[src/rtl/sp1_div_pkg.sv]
// Shared definitions for the sp1 divider: FSM state encodings and the
// iteration-counter width helper. Used by the sp1_div top.
package sp1_div_pkg;

  localparam logic [1:0] ST_IDLE = 2'd0;
  localparam logic [1:0] ST_RUN  = 2'd1;
  localparam logic [1:0] ST_DONE = 2'd2;

  // Counter must hold iteration indices 0..dw-1 with headroom.
  function automatic int cnt_width(input int dw);
    return $clog2(dw + 1);
  endfunction

endpackage

[src/rtl/sp1_sub.sv]
// Trial subtractor: diff = x - y with a borrow-out flag (borrow=1 when x < y).
module sp1_sub #(
  parameter int W = 33
) (
  input  logic [W-1:0] x,
  input  logic [W-1:0] y,
  output logic [W-1:0] diff,
  output logic         borrow
);

  // Extend by one bit so the MSB of the wide result is the borrow.
  always_comb begin
    {borrow, diff} = {1'b0, x} - {1'b0, y};
  end

endmodule

[src/rtl/sp1_div.sv]
// sp1_div: multi-cycle restoring divider, one quotient bit per cycle, MSB first.
// Optional signed mode is compiled in by defining SP1_DIV_SIGNED_EN.
//
// Handshake: rdy is high only in IDLE; a request is accepted on a rising edge
// where req=1 and rdy=1, and a0/a1/sgn are captured on that edge. Requests
// while rdy=0 are dropped. valid pulses for exactly one cycle (DONE) and q/r/dz
// hold their values until the next result is produced.
module sp1_div
  import sp1_div_pkg::*;
#(
  parameter int DW = 32
) (
  input  logic          clk,
  input  logic          rst_n,
  input  logic          req,
  output logic          rdy,
  input  logic [DW-1:0] a0,
  input  logic [DW-1:0] a1,
  input  logic          sgn,
  output logic [DW-1:0] q,
  output logic [DW-1:0] r,
  output logic          valid,
  output logic          dz,
  output logic [1:0]    state_dbg
);

  localparam int CW = cnt_width(DW);

  logic [1:0]    state;
  logic [CW-1:0] cnt;
  logic [DW-1:0] rem;   // partial remainder
  logic [DW-1:0] quo;   // dividend bits shift out the top, quotient bits shift in
  logic [DW-1:0] dvs;   // latched divisor (magnitude)

  logic [DW:0]   shifted;
  logic [DW:0]   diff;
  logic          borrow;
  logic [DW-1:0] rem_nxt;
  logic [DW-1:0] quo_nxt;
  logic [DW-1:0] mag_a;
  logic [DW-1:0] mag_b;
  logic [DW-1:0] q_fin;
  logic [DW-1:0] r_fin;
  logic          last;

  assign shifted = {rem, quo[DW-1]};
  assign last    = (cnt == CW'(DW - 1));

  sp1_sub #(.W(DW + 1)) u_sub (
    .x      (shifted),
    .y      ({1'b0, dvs}),
    .diff   (diff),
    .borrow (borrow)
  );

  // One restoring step: keep the difference unless the trial subtraction borrowed.
  always_comb begin
    rem_nxt = borrow ? shifted[DW-1:0] : diff[DW-1:0];
    quo_nxt = {quo[DW-2:0], ~borrow};
  end

`ifdef SP1_DIV_SIGNED_EN
  logic neg_q;
  logic neg_r;

  // Divide magnitudes; signs are reapplied to the final result.
  always_comb begin
    mag_a = (sgn && a0[DW-1]) ? -a0 : a0;
    mag_b = (sgn && a1[DW-1]) ? -a1 : a1;
    q_fin = neg_q ? -quo_nxt : quo_nxt;
    r_fin = neg_r ? -rem_nxt : rem_nxt;
  end
`else
  logic sgn_unused;
  assign sgn_unused = sgn;

  // Unsigned only: operands and results pass straight through.
  always_comb begin
    mag_a = a0;
    mag_b = a1;
    q_fin = quo_nxt;
    r_fin = rem_nxt;
  end
`endif

  // Control FSM plus datapath registers; results load only on entry to DONE.
  always_ff @(posedge clk) begin
    if (!rst_n) begin
      state <= ST_IDLE;
      cnt   <= '0;
      rem   <= '0;
      quo   <= '0;
      dvs   <= '0;
      q     <= '0;
      r     <= '0;
      dz    <= 1'b0;
`ifdef SP1_DIV_SIGNED_EN
      neg_q <= 1'b0;
      neg_r <= 1'b0;
`endif
    end else begin
      case (state)
        ST_IDLE: begin
          if (req) begin
            if (a1 == '0) begin
              q     <= '1;
              r     <= a0;
              dz    <= 1'b1;
              state <= ST_DONE;
            end else begin
              rem   <= '0;
              quo   <= mag_a;
              dvs   <= mag_b;
              cnt   <= '0;
`ifdef SP1_DIV_SIGNED_EN
              neg_q <= sgn && (a0[DW-1] ^ a1[DW-1]);
              neg_r <= sgn && a0[DW-1];
`endif
              state <= ST_RUN;
            end
          end
        end
        ST_RUN: begin
          rem <= rem_nxt;
          quo <= quo_nxt;
          cnt <= cnt + CW'(1);
          if (last) begin
            q     <= q_fin;
            r     <= r_fin;
            dz    <= 1'b0;
            cnt   <= '0;
            state <= ST_DONE;
          end
        end
        ST_DONE: state <= ST_IDLE;
        default: state <= ST_IDLE;
      endcase
    end
  end

  assign rdy       = (state == ST_IDLE);
  assign valid     = (state == ST_DONE);
  assign state_dbg = state;

endmodule

[config.mk]
export PLATFORM = sky130hd
export DESIGN_NAME = sp1_div
export DESIGN_NICKNAME = d
export VERILOG_FILES = /design/src/rtl/sp1_div_pkg.sv /design/src/rtl/sp1_sub.sv /design/src/rtl/sp1_div.sv
export SDC_FILE = /design/constraint.sdc
export NUM_CORES = 1
export LEC_CHECK = 0
export CELL_PAD_IN_SITES_DETAIL_PLACEMENT = 1
export CELL_PAD_IN_SITES_GLOBAL_PLACEMENT = 2
export CORE_MARGIN = 10
export CORE_UTILIZATION = 34
export CTS_CLUSTER_DIAMETER = 200
export DETAILED_ROUTE_END_ITERATION = 16
export GPL_TIMING_DRIVEN = 0
export MAX_ROUTING_LAYER = met4
export PLACE_DENSITY_LB_ADDON = 0.3
export SYNTH_ARGS = -nofsm -noshare
export SYNTH_HDL_FRONTEND = slang
export SYNTH_SLANG_ARGS = --single-unit
[constraint.sdc]
create_clock -name clk -period 5.1 [get_ports clk]
set_clock_uncertainty 0.05 [all_clocks]
set_input_delay 0.51 -clock clk [delete_from_list [all_inputs] [get_ports clk]]
set_output_delay 0.51 -clock clk [all_outputs]
set_load 0.01 [all_outputs]
==> metrics.md, run 1 <==
| Metric | Value |
|---|---|
| Met3 routed WL | 1420 um |
| RSZ-0062 raised after global routing | false |
| Global placer's final weighted congestion | 0.892 |
| WL/cell | 20.4 um |
| Die W | 178 um |
| R2r endpoint | rem[24]$_SDFFE_PN0P_ |
| Most frequent cells in the layout | 169 x dfxtp_1, 135 x clkdlybuf4s50_1, 134 x nor2_1 |
| Post-route DRC | 0 |
| Top FF cell, synth | dfxtp_1 |
| Post-synth EDFFs | 0 |
| Routed WL | 31500 um |
| Worst stage delay on the critical path | 630 ps |
| Largest net degree at the start of global routing | 19 |
| Setup bufs post-CTS | 0 |
| Inserted Diodes | 0 |
| Syn Inst Count | 1053 |
| Metal-1 WL | 14600 um |
| Top Metal Used | met4 |
| Fmax | 260 MHz |
| Critical path data required time | 5330 ps |
| Unique cell type count in the Yosys netlist | 63 |
| First-pass GRT wire length | 48800 um |
| CTS clk-pin slew, worst paths | 70 ps |
| Synth async-reset ratio | 0 |
| Critical path peak fanout | 10 |
| Start point of the critical path | a1[7] |
| Status | complete, no violations |
| Number of synthesis warnings | 0 |
| H-tree levels | 4 |
| Setup tns final | 0 ps |
| Final HPWL DP | 24800 um |
| Critical Path Sink | r[30]$_SDFFE_PN0P_ |
| Vias per Instance | 5.44 |
| Die footprint | 31800 um^2 |
| Multi-input logic area | 4640 um^2 |
| Hold Vio Cnt, Final | 0 |
| Period minus WS final | 3840 ps |
| DIE HEIGHT | 178 um |
| Critical-path cell list | clkdlybuf4s50_1 > nor4_1 > nand4_1 > nor3_1 > o21a_1 > clkbuf_1 > clkbuf_1 > a41oi_1 |
| Reg-to-reg critical path startpoint | quo[31]$_SDFFE_PN0P_ |
| Io pins | 137 |
| CORE AREA | 24500 um^2 |
| Starting Density | 0.348 |
| Clock sinks | 169 |
| Worst R2R Path Depth | 12 |
| CTS tree | built |
| Resize count post-CTS | 0 |
| DRT Pass-1 Iters | 5 |
| Flops & latches, synth | 169 |
| Row cnt | 57 |
| Worst Tran Pin Value | 836 ps |
| Max Root-Sink Buffers | 2 |
| Vias in the first global route | 8655 |
| Peak supply drop | 0.000257 V |
| Syn avg cell area | 8.10 um^2 |
| Share of cells above drive strength 1 | 0.0598 |
| Slowest-stage cell, CP | nor3_1 |
| Post-Route Utilization | 0.443 |
| Initial antenna violation count | 0 |
| LEAKAGE | 4.19 nW |
| Via Count | 8397 |
| Post-route clock period utilization | 0.753 |
| CTS Buf Count | 17 |
| Post-Syn Nets | 1155 |
| Area occupied by registers | 3380 um^2 |
| Worst Path Arrival | 4070 ps |
| PD cells | 419 nW/um^2 |
| Crit Path Class | input pin to flop |
| 1st-iter DRT viols | 441 |
| Cell Area, Synth | 8530 um^2 |
| Nets | 1309 |
| Worst setup SP type | input pin |
| Clock root cell | clkbuf_16 |
| Slew Limit Fails | 0 |
| Register area share after synthesis | 0.396 |
| Met2 routed WL | 14900 um |
| CTS Hold Bufs | 0 |
| Grt ovf | 0 |
| CP most frequent cell | clkbuf_1 |
| Max Cap Viol | 0 |
| Clk_lat worst skew | 440 ps |
| Worst setup EP type | flop |
| Post-route ant nets | 0 |
| Layout fillers | 2985 |
| Hold Crit Class | flop to flop |
| IO Port Bufs | 135 |
| Internal reg-to-reg setup slack | 1630 ps |
| Max_slew headroom | 0.440 |
| Layout Area Growth over Synthesis | 27.4% |
| Most common cell after layout, fill and taps aside | dfxtp_1 |
| Final Setup Violations | 0 |
| Tot GR Track Use | 0.201 |
## critical path: cells and delay by family
family	cells	cell delay [ps]
AO/OA/AOI/OAI	2	600
buffers and inverters	3	1420
AND/OR/NAND/NOR	3	1530
## Yosys cell counts, types with 2 or more instances
cell / n / area share
nor4_1: 8 / 0.0059
o21a_1: 4 / 0.0035
nor3_1: 66 / 0.039
o21bai_1: 4 / 0.0035
clkbuf_1: 61 / 0.027
nand4_1: 11 / 0.0081
a22oi_1: 7 / 0.0062
o22ai_1: 2 / 0.0015
a22oi_2: 18 / 0.026
buf_2: 5 / 0.0029
and3_1: 4 / 0.0029
a21o_1: 14 / 0.012
a311oi_1: 31 / 0.032
inv_1: 47 / 0.021
a31oi_1: 38 / 0.028
buf_4: 3 / 0.0026
or3_1: 3 / 0.0022
o21ai_1: 6 / 0.0035
mux2i_1: 37 / 0.043
o2111ai_1: 4 / 0.0041
a21oi_1: 76 / 0.045
xnor2_1: 16 / 0.016
xor2_1: 4 / 0.0041
a211oi_1: 6 / 0.0053
nor2_1: 134 / 0.059
o21ai_0: 63 / 0.037
a32oi_1: 3 / 0.0031
nand3_1: 9 / 0.0053
buf_6: 4 / 0.0053
a311o_1: 2 / 0.0023
a41oi_1: 5 / 0.0051
dfxtp_1: 169 / 0.40
nand2_1: 121 / 0.053
o31ai_1: 3 / 0.0026
ha_1: 33 / 0.048
and2_1: 2 / 0.0015
nor2b_1: 4 / 0.0029
## per-stage QoR
stage	power, mW	setup slack (ps)	hold slack, ps	instance area [um^2]	instances
floorplan	2.70	2470	399	8530	1053
global placement	3.24	895	428	10300	1512
detailed placement	3.27	978	438	10300	1512
CTS	4.59	1390	448	10900	1544
global route	4.84	1060	473	10900	1544
finish	4.56	1260	447	10900	1544
## flip-flops by register name (all words and copies together) (netlist names)
signal / cells
dvs: 32
q: 32
quo: 32
r: 32
rem: 32
cnt: 6
state_dbg: 2
dz: 1
## cell families (layout without fill, tap and decap cells)
kind of cell,after synthesis,in the layout,share of synthesized area
simple gates,372,372,0.190
compound gates,299,299,0.239
flops,169,169,0.396
buf+inv,122,289,0.0594
mux,37,37,0.0434
fa+ha+maj,34,34,0.0507
xor+xnor,20,20,0.0205
## how the worst min path moves through the flow
stage	from	to	slack, ps	cells after the start
6_report	rem[2]$_SDFFE_PN0P_	rem[2]$_SDFFE_PN0P_	450	2
5_1_grt	q[19]$_SDFFE_PN0P_	q[19]$_SDFFE_PN0P_	470	2
4_1_cts	rem[4]$_SDFFE_PN0P_	rem[4]$_SDFFE_PN0P_	450	2
3_5_place_dp	dvs[23]$_SDFFE_PN0P_	dvs[23]$_SDFFE_PN0P_	440	2
3_3_place_gp	dvs[29]$_SDFFE_PN0P_	dvs[29]$_SDFFE_PN0P_	430	2
2_1_floorplan	rem[19]$_SDFFE_PN0P_	rem[19]$_SDFFE_PN0P_	400	2
## routing by layer
layer,GRT usage,vias to the layer above
met2,0.328,166
met1,0.254,4112
met4,0.0506,0
li1,-,4091
met5,-,-
met3,0.0340,28
## final cells by class
type	instances	share of cell area
clock inverter	15	0.0142
tap	324	0.0373
clock buffer	17	0.0391
sequential	169	0.311
inverter	48	0.0166
multi-input combinational	762	0.427
timing repair buffer	135	0.124
buffer	74	0.0300
## where the power goes
| part | total [mW] | internal [mW] | switching (mW) |
|---|---|---|---|
| sequential | 1.58 | 1.46 | 0.120 |
| clock | 1.30 | 0.655 | 0.650 |
| combinational | 1.67 | 0.667 | 1.00 |
Note: power is estimated with default switching activity, not from simulation.
==> run 2, diff against run 1 <==
Settings changed: CORE_UTILIZATION 34 to 29.
Clock period 5.1 ns to 3.4 ns, I/O delays scaled along.
==> run 2 against run 1 <==
Setup slack got worse by 1200 ps; clock-buffer cell count unchanged; die area increased by 15%; wire length increased by 4.2%; sequential power increased by 51%.
==> metrics.md, run 2 (synthesized netlist as in run 1, its figures left out) <==
| Metric | Value |
|---|---|
| Die W | 192 um (+7.4%) |
| Routed WL | 32800 um (+4.2%) |
| Total placed cells including tap cells | 1572 (+4.0%) |
| Critical path peak fanout | 4 (-6) |
| Inserted Diodes | 0 (unchanged) |
| Status | complete, no violations |
| Io pins | 137 (unchanged) |
| Via Count | 8358 (-0.46%) |
| Vias per Instance | 5.21 (-4.1%) |
| Starting Density | 0.296 (-0.0521) |
| Max_slew headroom | 0.456 (+0.0153) |
| Design area | 11000 um^2 (+0.98%) |
| H-tree levels | 4 (unchanged) |
| Max Root-Sink Buffers | 2 (unchanged) |
| Vias in the first global route | 8723 (+0.79%) |
| First-pass GRT wire length | 50700 um (+3.8%) |
| Post-route DRC | 0 (unchanged) |
| Layout fillers | 3488 (+17%) |
| Fmax | 302 MHz |
| Final Setup Violations | 0 (unchanged) |
| CTS clk-pin slew, worst paths | 70 ps (about the same) |
| Post-Route Utilization | 0.380 (-0.0627) |
| Share of cells above drive strength 1 | 0.0656 (+0.00579) |
| DIE HEIGHT | 192 um (+7.4%) |
| Worst setup SP type | flop |
| Worst Path Arrival | 3550 ps (-520 ps) |
| Grt ovf | 0 (unchanged) |
| Clk_lat worst skew | 440 ps (about the same) |
| Hold slack | 445 ps (-2.11 ps) |
| CTS Buf Count | 17 (unchanged) |
| PD cells | 623 nW/um^2 (+49%) |
| CORE AREA | 28900 um^2 (+18%) |
| Worst Tran Pin Value | 813 ps (-22.9 ps) |
| Largest net degree at the start of global routing | 18 (-1) |
| Most common cell after layout, fill and taps aside | dfxtp_1 |
| Final HPWL DP | 26300 um (+5.8%) |
| CTS Hold Bufs | 0 (unchanged) |
| Post-route clock period utilization | 0.973 |
| Hold Vio Cnt, Final | 0 (unchanged) |
| DRT Pass-1 Iters | 5 (unchanged) |
| Slew Limit Fails | 0 (unchanged) |
| LEAKAGE | 4.19 nW (about the same) |
| Worst slack at placement | -801 ps (-1780 ps) |
| Most frequent cells in the layout | 169 x dfxtp_1, 135 x clkdlybuf4s50_1, 134 x nor2_1 |
| Post-route ant nets | 0 (unchanged) |
| Row cnt | 62 (+8.8%) |
| Max Cap Viol | 0 (unchanged) |
| Nets | 1309 (unchanged) |
| Initial antenna violation count | 0 (unchanged) |
| CTS tree | built |
| Global placer's final weighted congestion | 0.872 (-2.2%) |
| Die footprint | 36700 um^2 (+15%) |
| Tot GR Track Use | 0.182 (-0.0188) |
| Placed cell area | 10400 um^2 (+0.73%) |
| Peak supply drop | 0.000341 V (+32%) |
| Reg power frac | 0.348 (about the same) |
| Sw frac | 0.388 (-0.000650) |
| Period minus WS final | 3310 ps |
| Clock group share of total power | 0.276 (-0.010) |
| Hold Crit Class | flop to flop |
| Net Sw Power | 2.65 mW (+50%) |
| Critical path data required time | 3650 ps (-1680 ps) |
| Clock root cell | clkbuf_16 |
| Crit Path Class | flop to flop |
| Fin worst setup slack | 92.8 ps (-1170 ps) |
| Clock sinks | 169 (unchanged) |
| Combinational Power Share | 0.376 (+0.009) |
| Worst setup EP type | flop |
| Post-Layout Cell Count | 1603 (+3.8%) |
| Layout Area Growth over Synthesis | 28.6% |
| WL/cell | 20.5 um (+0.40%) |
| 1st-iter DRT viols | 515 (+17%) |
| IO Port Bufs | 135 (unchanged) |
| Int Power | 4.18 mW (+50%) |
| RSZ-0062 raised after global routing | true |
[run 2: cell types whose count changed in the layout (fill, tap and decap cells not counted), moves of 2 or more]
cell and delta:
o21ai_0 -2, a31oi_1 -2, o21ai_1 +2, inv_8 -2, clkinvlp_4 +3, clkbuf_2 +3
clkbuf_1 -4
[run 2: path summary, 6_finish.rpt]
kind                             start            endpoint  slack [ps]  depth (start not counted)
setup / recovery  quo[31]$_SDFFE_PN0P_  r[28]$_SDFFE_PN0P_          90                         12
hold / removal      q[20]$_SDFFE_PN0P_  q[20]$_SDFFE_PN0P_         440                          2
hold reg to reg     q[20]$_SDFFE_PN0P_  q[20]$_SDFFE_PN0P_         440                          2
setup reg to reg  quo[31]$_SDFFE_PN0P_  r[28]$_SDFFE_PN0P_          90                         12
[run 2: power by group through the flow]
stage / clock network [mW] / logic [mW] / registers [mW]
after floorplan: 0 / 1.66 / 2.39
after global placement: 0 / 2.47 / 2.42
after detailed placement: 0 / 2.50 / 2.42
after CTS: 1.93 / 2.52 / 2.38
after global routing: 2.03 / 2.84 / 2.40
final: 1.89 / 2.57 / 2.38
[run 2: critical path: stages (launching register included)]
cell      delay (ps)
dfxtp_1          430
inv_1             70
ha_1             220
inv_1             80
fa_1             220
a21o_1           210
a221oi_4         110
or3_1            390
o211ai_1         440
a31oi_4          230
or3b_1           410
nand4_1          170
a41oi_1          140
[run 2: layout make-up]
cell class / instances / area (um^2) / area share
multi-input cells: 762 / 4690 / 0.427
flip-flops and latches: 169 / 3380 / 0.308
repair buffers: 136 / 1360 / 0.124
well taps: 384 / 480 / 0.0438
clock buffers: 17 / 425 / 0.0388
plain buffers: 73 / 327 / 0.0298
inverters: 48 / 180 / 0.0164
clock inverters: 14 / 133 / 0.0121
[run 2: what timing repair did]
action,4_1_cts,5_1_grt
setup endpoints to repair,47,61
pin swaps,0,1
resized for setup,4,8
setup buffers,0,1
[run 2: through the flow]
step	setup TNS (ps)	total power, mW
global placement	-51640	4.89
detailed placement	-51610	4.92
finish	0	6.83
CTS	0	6.84
floorplan	0	4.05
global route	-6.09	7.27
[run 2: layer usage]
layer | up-vias | part of all wire | global-route usage
met2 | 156 | 0.48 | 0.301
met4 | 0 | 0.0067 | 0.0334
met3 | 11 | 0.035 | 0.0297
met5 | - | 0 | -
met1 | 4117 | 0.47 | 0.232
li1 | 4074 | - | -
==> run 3, diff against run 2 <==
Settings changed: MAX_ROUTING_LAYER met4 to unset.
==> run 3 against run 2 <==
Clock power barely moved; combinational power barely moved; setup slack improved by 0.68 ps; critical path type unchanged.
==> metrics.md, run 3 (synthesized netlist as in run 1, its figures left out) <==
| Metric | Value |
|---|---|
| Status | complete, no violations |
| Worst stage delay on the critical path | 450 ps (about the same) |
| Die W | 192 um (unchanged) |
| CTS Buf Count | 17 (unchanged) |
| Top Metal Used | met4 |
| Clock group share of total power | 0.276 (about the same) |
| Post-route DRC | 0 (unchanged) |
| Total placed cells including tap cells | 1572 (unchanged) |
| Fmax | 302 MHz (about the same) |
| Hold Vio Cnt, Final | 0 (unchanged) |
| Worst setup SP type | flop |
| Hold Crit Class | flop to flop |
| Met2 routed WL | 15900 um (about the same) |
| DIE HEIGHT | 192 um (unchanged) |
| Sw frac | 0.388 (about the same) |
| Worst Tran Pin Value | 806 ps (-7.12 ps) |
| Most frequent cells in the layout | 169 x dfxtp_1, 135 x clkdlybuf4s50_1, 134 x nor2_1 |
| Via Count | 8379 (+0.25%) |
| Critical path peak fanout | 4 (unchanged) |
| Final Setup Violations | 0 (unchanged) |
| Worst setup EP type | flop |
| First-pass GRT wire length | 50700 um (+0.11%) |
| Post-route clock period utilization | 0.972 (about the same) |
| IO Port Bufs | 135 (unchanged) |
| DRT Pass-1 Iters | 5 (unchanged) |
| Routed WL | 32800 um (+0.16%) |
| Row cnt | 62 (unchanged) |
| Critical path data required time | 3650 ps (about the same) |
| CTS Hold Bufs | 0 (unchanged) |
| Inserted Diodes | 0 (unchanged) |
| Total power | 6.83 mW (about the same) |
| Clock root cell | clkbuf_16 |
| Die footprint | 36700 um^2 (unchanged) |
| Peak supply drop | 0.000348 V (+2.2%) |
| Io pins | 137 (unchanged) |
| Crit Path Class | flop to flop |
| PD cells | 623 nW/um^2 (about the same) |
| Tot GR Track Use | 0.177 (-0.00498) |
| Nets | 1309 (unchanged) |
| RSZ-0062 raised after global routing | true |
| Starting Density | 0.296 (unchanged) |
| Max_slew headroom | 0.460 (+0.00477) |
| Combinational Power Share | 0.376 (about the same) |
| Post-Layout Cell Count | 1603 (unchanged) |
| CORE AREA | 28900 um^2 (unchanged) |
| Grt ovf | 0 (unchanged) |
| H-tree levels | 4 (unchanged) |
| Internal reg-to-reg setup slack | 90 ps (about the same) |
| Post-route ant nets | 0 (unchanged) |
| CTS tree | built |
| Largest net degree at the start of global routing | 18 (unchanged) |
| WL/cell | 20.5 um (+0.16%) |
| Slew Limit Fails | 0 (unchanged) |
| Metal-1 WL | 15000 um (-3.2%) |
| Most common cell after layout, fill and taps aside | dfxtp_1 |
| Max Cap Viol | 0 (unchanged) |
| Vias in the first global route | 8721 (-0.023%) |
| Max Root-Sink Buffers | 2 (unchanged) |
| Clock sinks | 169 (unchanged) |
| Met3 routed WL | 1700 um (+47%) |
| Reg power frac | 0.348 (about the same) |
| Int Power | 4.18 mW (about the same) |
| Post-Route Utilization | 0.380 (about the same) |
| CTS clk-pin slew, worst paths | 70 ps (about the same) |
| Vias per Instance | 5.23 (+0.25%) |
| Worst Path Arrival | 3560 ps (about the same) |
| Global placer's final weighted congestion | 0.859 (-1.6%) |
| CP most frequent cell | inv_1 |
| Final HPWL DP | 26300 um (unchanged) |
| Period minus WS final | 3310 ps (-0.681 ps) |
| 1st-iter DRT viols | 535 (+3.9%) |
| Net Sw Power | 2.65 mW (about the same) |
| Initial antenna violation count | 0 (unchanged) |
| Slowest-stage cell, CP | o211ai_1 |
| LEAKAGE | 4.19 nW (about the same) |
| Share of cells above drive strength 1 | 0.0664 (+0.000820) |
| Layout Area Growth over Synthesis | 28.6% (about the same) |
| Critical-path cell list | inv_1 > ha_1 > inv_1 > fa_1 > a21o_1 > a221oi_4 > or3_1 > o211ai_1 > a31oi_4 > or3b_1 > nand4_1 > a41oi_1 |
| Clk_lat worst skew | 440 ps (about the same) |
[run 3: final cells by class]
class                           instances  area, um^2
Fill cell                            3487       17900
Timing Repair Buffer                  136        1360
Clock inverter                         14         133
Sequential cell                       169        3380
Clock buffer                           17         425
Tap cell                              384         480
Buffer                                 73         328
Multi-Input combinational cell        762        4690
Inverter                               48         180
[run 3: path summary, 6_finish.rpt]
check | startpoint | cells past startpoint | to
worst max register to register | quo[31]$_SDFFE_PN0P_ | 12 | r[28]$_SDFFE_PN0P_
worst min-delay path | rem[3]$_SDFFE_PN0P_ | 2 | rem[3]$_SDFFE_PN0P_
worst min register to register | rem[3]$_SDFFE_PN0P_ | 2 | rem[3]$_SDFFE_PN0P_
worst max-delay path | quo[31]$_SDFFE_PN0P_ | 12 | r[28]$_SDFFE_PN0P_
[run 3: per-stage QoR]
stage                     TNS [ps]  cell area, um^2  hold WS [ps]  worst slack, ps
after floorplan                  0             8530           399              766
after CTS                        0            10900           447             5.11
after global placement      -51640            10400           429             -824
after global routing         -6.09            11000           466            -6.09
final                            0            11000           443             93.5
after detailed placement    -51610            10400           439             -801
[run 3: worst max-delay path, delay by kind of cell, from the launching register on]
kind / cells / cell delay [ps]
buf+inv: 2 / 150
flops: 1 / 420
compound gates: 5 / 1140
fa+ha+maj: 2 / 440
simple gates: 3 / 970
[run 3: power groups by stage]
stage	Clock (mW)	Combinational, mW	Sequential, mW
floorplan	0	1.66	2.39
global placement	0	2.47	2.42
detailed placement	0	2.50	2.42
CTS	1.93	2.52	2.38
global route	2.03	2.84	2.40
finish	1.89	2.57	2.38
[run 3: layer usage]
layer,track usage,vias up
met2,0.301,153
met5,0,-
li1,-,4075
met1,0.228,4138
met4,0.0334,0
met3,0.0359,13
[run 3: repair_timing]
action	CTS	global route
endpoints found under the setup margin	47	61
buffers inserted	0	1
pin swaps	0	1
cloned	0	0
resized for setup	4	10
